**config.mk**
```make
export PLATFORM = sky130hd
export DESIGN_NAME = ysyx_25060170_wbu
export DESIGN_NICKNAME = d
export VERILOG_FILES = /design/src/rtl/ysyx_25060170_wbu.sv
export SDC_FILE = /design/constraint.sdc
export NUM_CORES = 1
export LEC_CHECK = 0
export CELL_PAD_IN_SITES_DETAIL_PLACEMENT = 2
export CELL_PAD_IN_SITES_GLOBAL_PLACEMENT = 2
export CORE_ASPECT_RATIO = 1.75
export CORE_MARGIN = 2
export CORE_UTILIZATION = 25
export DETAILED_ROUTE_END_ITERATION = 10
export GPL_ROUTABILITY_DRIVEN = 0
export PLACE_DENSITY_LB_ADDON = 0.08
export RECOVER_POWER = 50
export SLEW_MARGIN = 40
export SYNTH_ARGS = -nofsm -noshare
export SYNTH_HDL_FRONTEND = slang
export SYNTH_SLANG_ARGS = --single-unit
```
**constraint.sdc**
```tcl
create_clock -name clk -period 2.4 [get_ports clk]
set_clock_uncertainty 0.15 [all_clocks]
set_input_delay 0.48 -clock clk [delete_from_list [all_inputs] [get_ports clk]]
set_output_delay 0.48 -clock clk [all_outputs]
set_load 0.03 [all_outputs]
```
**src/rtl/ysyx_25060170_wbu.sv**
```systemverilog
// Write-back unit: single-entry stage between the EXU result interface and the register-file
// write port, with a retired-instruction counter and a sticky halt on ebreak retirement.
module ysyx_25060170_wbu #(
    parameter int DATA_W = 32,
    parameter int CNT_W  = 64
) (
    input  logic              clk,
    input  logic              rst,
    input  logic              ex_valid_i,
    output logic              ex_ready_o,
    input  logic [DATA_W-1:0] ex_result_i,
    input  logic [4:0]        ex_rd_i,
    input  logic              ex_halt_i,
    output logic              rf_req_o,
    input  logic              rf_gnt_i,
    output logic              rf_wen_o,
    output logic [4:0]        rf_waddr_o,
    output logic [DATA_W-1:0] rf_wdata_o,
    output logic              retire_o,
    output logic [CNT_W-1:0]  instret_o,
    output logic              halted_o
);

    localparam logic [0:0] RUN  = 1'b0;
    localparam logic [0:0] HALT = 1'b1;

    logic [0:0]        state_q, state_d;
    logic              stageValid_q, stageValid_d;
    logic [DATA_W-1:0] stageResult_q, stageResult_d;
    logic [4:0]        stageRd_q, stageRd_d;
    logic              stageHalt_q, stageHalt_d;
    logic [CNT_W-1:0]  instret_q, instret_d;

    logic running;
    logic needWr;
    logic retire;
    logic exReady;
    logic handshake;

    // Every output is forced low while reset is held, so gate the run condition with rst.
    always_comb begin
        running   = (state_q == RUN) && !rst;
        needWr    = stageValid_q && (stageRd_q != 5'd0) && !stageHalt_q;
        retire    = running && stageValid_q && (rf_gnt_i || !needWr);
        exReady   = running && (!stageValid_q || (retire && !stageHalt_q));
        handshake = ex_valid_i && exReady;
    end

    always_comb begin
        ex_ready_o = exReady;
        rf_req_o   = running && needWr;
        rf_wen_o   = running && needWr && rf_gnt_i;
        retire_o   = retire;
        rf_waddr_o = (stageValid_q && !rst) ? stageRd_q : 5'd0;
        rf_wdata_o = (stageValid_q && !rst) ? stageResult_q : '0;
        instret_o  = rst ? '0 : instret_q;
        halted_o   = (state_q == HALT) && !rst;
    end

    // A new capture overrides the retire-clear so the stage sustains one entry per cycle.
    always_comb begin
        state_d       = state_q;
        stageValid_d  = stageValid_q;
        stageResult_d = stageResult_q;
        stageRd_d     = stageRd_q;
        stageHalt_d   = stageHalt_q;
        instret_d     = instret_q;
        if (retire) begin
            instret_d = instret_q + 1'b1;
            if (stageHalt_q) begin
                state_d = HALT;
            end
        end
        if (handshake) begin
            stageValid_d  = 1'b1;
            stageResult_d = ex_result_i;
            stageRd_d     = ex_rd_i;
            stageHalt_d   = ex_halt_i;
        end else if (retire) begin
            stageValid_d = 1'b0;
        end
    end

    always_ff @(posedge clk) begin
        if (rst) begin
            state_q       <= RUN;
            stageValid_q  <= 1'b0;
            stageResult_q <= '0;
            stageRd_q     <= 5'd0;
            stageHalt_q   <= 1'b0;
            instret_q     <= '0;
        end else begin
            state_q       <= state_d;
            stageValid_q  <= stageValid_d;
            stageResult_q <= stageResult_d;
            stageRd_q     <= stageRd_d;
            stageHalt_q   <= stageHalt_d;
            instret_q     <= instret_d;
        end
    end

endmodule
```
After elaboration in Yosys (flattened, before gate mapping)
Cells that the tools add are included.

Input bits: 42. Register bits after elaboration: 104. Output and inout bits: 106.

Reduce and logical (&&, ||, !) cells: 21. Bitwise gates (word level): 1. Add/subtract/negate cells: 1. Muxes and demuxes: 5.

Operators with widths (count): $add 64x1->64 const B (1); $mux 64 (1); $mux 32 (1); $logic_and 1x1->1 (12); $mux 5 (1); $reduce_bool 5->1 (1); $logic_not 1->1 (4); $logic_or 1x1->1 (2); $mux 1 (2); $reduce_and 2->1 (1); $reduce_bool 2->1 (1); $not 1->1 (1).

Depth between registers and ports, before layout
Depth in word-level cells: 11. Mapped depth: 9. Mapped depth without buffers: 6.

Least setup slack after synthesis
OpenSTA, ideal clock, no wires.

Kind: reg-to-output. Start: register stageRd_q[4]. End: output port ex_ready_o. Path buffers: 2. Stages on the path, launching flop included: 7. Setup slack: -451 ps. Arrival: 2221 ps. Data required time: 1770 ps. Cell sequence: dfxtp_1 -> nor4_2 -> a21oi_1 -> o21ai_0 -> clkbuf_1 -> clkbuf_1 -> nor3b_1.

Word-level cells in the longest chain between the ends: 9.

RTL lines: from (decl) (line 30) `logic [4:0] stageRd_q, stageRd_d;`; from (signal assigned) (line 96) `stageRd_q <= stageRd_d;`; $reduce_bool 5->1 (line 43) `needWr = stageValid_q && (stageRd_q != 5'd0) && !stageHalt_q;`; $logic_and 1x1->1 (2 in a row) (line 43); $logic_not 1->1 (line 44) `retire = running && stageValid_q && (rf_gnt_i || !needWr);`; $logic_or 1x1->1 (line 44); $logic_and 1x1->1 (line 44); $logic_and 1x1->1 (line 45) `exReady = running && (!stageValid_q || (retire && !stageHalt_q));`; $logic_or 1x1->1 (line 45); $logic_and 1x1->1 (line 45); to (decl) (line 10) `output logic ex_ready_o,`.

Every way passes these cells.

Worst setup path after layout
Ends and elaborated chain as after synthesis.

==> metrics.txt <==
share of the synthesized area in the top cell type 39.11%; effective utilization at floorplan 25.43%; number of top-level design ports 148; Layout Cells excl Fill 1055; deepest clock path buffer count 2; y dimension of the die 197.0 µm; Port Buffers between 100 and 150; post-detailed-placement cell area 7467 µm²; signal arrival time at the worst endpoint ~1.7 ns; highest attainable clock frequency 0.4290 GHz; cells traversed along the worst timing path nor4_4, a21oi_2, o21ai_2, nor3b_4, buf_6; global-route wire length before repair 31.15 mm; count of unresolved DRC violations after routing 0; crit path kind reg -> out; Final Critical Period 2.331 ns; number of global-route vias before repair 6212; pin count of the biggest net entering global routing 56; multiplexer area fraction after synthesis 0.6345%; number of clock sinks roughly 100; final routed wire length divided by cell count roughly 18 µm; cell total after placement 1034; status completed; vias after detailed routing 5448; path depth of the worst reg2reg path 7; Mapped Avg Cell Area 8.306 µm²; area share of xor/xnor cells in the synthesized design 2.139%; die width 114.3 µm; final setup violation count 0; initial antenna violation count 0; Antenna Diode Count 0; highest net fanout along the worst path 3; Final period util 97.12%; number of pins with negative max-slew slack in the final report 0; Ys Warns 0; Clock Tree Root sky130_fd_sc_hd__clkbuf_16; sum of net half-perimeters after detailed placement ~14 mm; Slew headroom 63.90%; share of layout cells above drive strength 1 29.27%; minimum hold slack 0.3275 ns; number of H-tree branching levels 3; net total in the final layout 841; Worst Max-Slew Pin Slew 0.5416 ns; sequential fraction of the synthesis area 39.11%; depth of the worst hold-timing path 1; number of clock buffers inserted by TritonCTS 9; end-of-flow core utilization roughly 38%; fraction of power consumed by the clock network 41.1%; CP delay by family, top simple AND/OR/NAND/NOR gates; Die Area around 23000 µm²; routed wire length 18.98 mm; GRT overflow 0; setup repair after global routing missed its margin true; CP startpoint kind flop; sequential power share 48.6%; worst path buffer plus inverter count 1; Tot GR Track Use 17.29%; simple-gate share of the synthesized area 36.33%; max-cap check violation count 0; post-synthesis instance area around 5300 µm²; part of the power in combinational logic 10.3%; Synth Area in Adders 0.2350%; number of stages on the worst setup path 5; Peak supply drop 300.9 µV; Data required, critical path 1.77 ns; Worst-path clk slew ~0.070 ns; Core Rows 70; core area 20930 µm²; count of different cell masters after synthesis 44; CTS tree built; Tightest Hold Check Type reg -> reg; leakage power of the design 3.139 nW; internal cell power 0.002811 W; compound-cell area share of the yosys netlist 16.69%; number of nets with antenna violations after detailed routing 0; clock network latency to the later pin of the worst-skew pair 0.36 ns; switching pwr 0.0009278 W; gate count after technology mapping 641; post-synth net total 684; Final Instance Area 7855 µm²; count of routing violations after the opening detailed-route iteration 182; largest stage delay on the critical path approximately 0.38 ns; sw frac between 20 and 25%; dominant combinational cell family by area after synthesis simple AND/OR/NAND/NOR gates; cell type of the slowest stage on the worst timing path sky130_fd_sc_hd__nor4_4; top cells by area, synth sky130_fd_sc_hd__dfxtp_1, sky130_fd_sc_hd__nor2b_1, sky130_fd_sc_hd__a31o_2, sky130_fd_sc_hd__and3_1, sky130_fd_sc_hd__and2_1; final hold violation count 0; leading area contributor after synthesis sky130_fd_sc_hd__dfxtp_1; number of storage elements in the synthesis netlist approximately 100; power per standard cell area 475.9 nW/µm²; length of the first detailed-routing pass in iterations 4; vias per cell 5.164; Critical Path End Type output pin; Layout Area Growth over Synthesis 47.54%
-- layer usage --
| metal | vias up | part of all wire [%] | track usage, % |
|---|---|---|---|
| li1 | 2615 | - | - |
| met1 | 2691 | 36 | 16.73 |
| met2 | 119 | 57 | 34.70 |
| met3 | 23 | 4.8 | 4.173 |
| met4 | 0 | 2.1 | 5.646 |
| met5 | - | 0 | 0 |
-- path summary, 6_finish.rpt --
kind	startpoint	end	slack, ns
hold reg to reg	stageResult_q[12]$_SDFFE_PP0P_	stageResult_q[12]$_SDFFE_PP0P_	0.33
hold / removal	stageResult_q[12]$_SDFFE_PP0P_	stageResult_q[12]$_SDFFE_PP0P_	0.33
setup / recovery	stageRd_q[4]$_SDFFE_PP0P_	ex_ready_o	0.07
setup reg to reg	stageRd_q[4]$_SDFFE_PP0P_	instret_q[54]$_SDFFE_PP0P_	0.12
-- worst register-to-register path, cell delays in order (launching register included) --
cell,delay (ns)
sky130_fd_sc_hd__dfxtp_2,0.34
sky130_fd_sc_hd__nor4_4,0.38
sky130_fd_sc_hd__buf_4,0.18
sky130_fd_sc_hd__a211o_4,0.16
sky130_fd_sc_hd__nand3_1,0.12
sky130_fd_sc_hd__buf_12,0.19
sky130_fd_sc_hd__or4_1,0.53
sky130_fd_sc_hd__a21oi_1,0.17
-- sequential cells by signal (all words and copies together), names as in the netlist --
signal / cells
state_q: 1
stageResult_q: 32
stageHalt_q: 1
stageRd_q: 5
instret_q: 64
stageValid_q: 1
-- timing repair --
item,in CTS,in global routing
hold buffers,0,0
gates cloned,0,0
resized for setup,4,10
buffers inserted,3,2
setup endpoints to repair,10,19
pin swaps,3,5
-- synthesized netlist by cell type (all sizes together) --
library cell	n
o31ai	20
dfxtp	104
o21ai	24
a31o	38
or3	21
a21o	3
nor2b	58
a21oi	46
nand2	29
nand4	25
or4	22
xor2	12
or2	1
inv	12
a211o	1
nand4b	1
mux2	3
o21a	2
o41ai	1
and4	3
ha	1
and3	43
nor3	6
nor4	6
clkbuf	41
and4bb	1
nor3b	3
nand3	26
buf	11
xnor2	1
and2	39
or4b	1
nor2	36
-- area by class of cell --
cell class	count	area, µm²
Sequential cell	104	2087
Inverter	12	45.04
Multi-Input combinational cell	473	3043
Clock buffer	10	239.0
Tap cell	252	315.3
Clock inverter	6	58.81
Fill cell	2294	13080
Timing Repair Buffer	198	2067
-- layout by cell type, fill, tap and decap left out, types with 4 or more instances in the layout --
cell type                         instances
sky130_fd_sc_hd__and3_1                  43
sky130_fd_sc_hd__a21oi_1                 45
sky130_fd_sc_hd__or4_1                   22
sky130_fd_sc_hd__nand4_1                 23
sky130_fd_sc_hd__o31ai_1                 20
sky130_fd_sc_hd__nor2b_1                 57
sky130_fd_sc_hd__or3_1                   21
sky130_fd_sc_hd__nor2_1                  36
sky130_fd_sc_hd__and2_1                  38
sky130_fd_sc_hd__dfxtp_2                  4
sky130_fd_sc_hd__dfxtp_1                100
sky130_fd_sc_hd__nor3_1                   5
sky130_fd_sc_hd__buf_4                  115
sky130_fd_sc_hd__buf_12                  37
sky130_fd_sc_hd__a31o_2                  38
sky130_fd_sc_hd__nand2_1                 28
sky130_fd_sc_hd__clkdlybuf4s50_1         42
sky130_fd_sc_hd__clkinv_2                 4
sky130_fd_sc_hd__clkbuf_16                9
sky130_fd_sc_hd__inv_1                   12
sky130_fd_sc_hd__nand3_1                 25
sky130_fd_sc_hd__o21ai_0                 23
sky130_fd_sc_hd__xor2_1                  12
-- kinds of logic after synthesis --
family	after synthesis
compound gates	135
xor+xnor	13
fa+ha+maj	1
buf+inv	64
flops	104
mux	3
simple gates	321
-- stage by stage --
step / worst slack, ns / setup TNS, ns / total power (W)
final: 0.06901 / 0 / 0.003739
after global routing: -0.03062 / -0.04189 / 0.003908
after CTS: -0.03592 / -0.03592 / 0.003801
after detailed placement: -0.1159 / -1.194 / 0.002231
after global placement: -0.08009 / -0.2547 / 0.002215
after floorplan: 0.003166 / 0 / 0.002053
-- power by group through the flow --
stage          logic [W]  registers (W)  clock network (W)
3_5_place_dp    0.000377        0.00185                  0
3_3_place_gp    0.000364        0.00185                  0
2_1_floorplan   0.000210        0.00184                  0
5_1_grt         0.000424        0.00182            0.00166
4_1_cts         0.000391        0.00182            0.00159
6_report        0.000386        0.00182            0.00154
No activity file was read; power rests on OpenSTA's default activity.
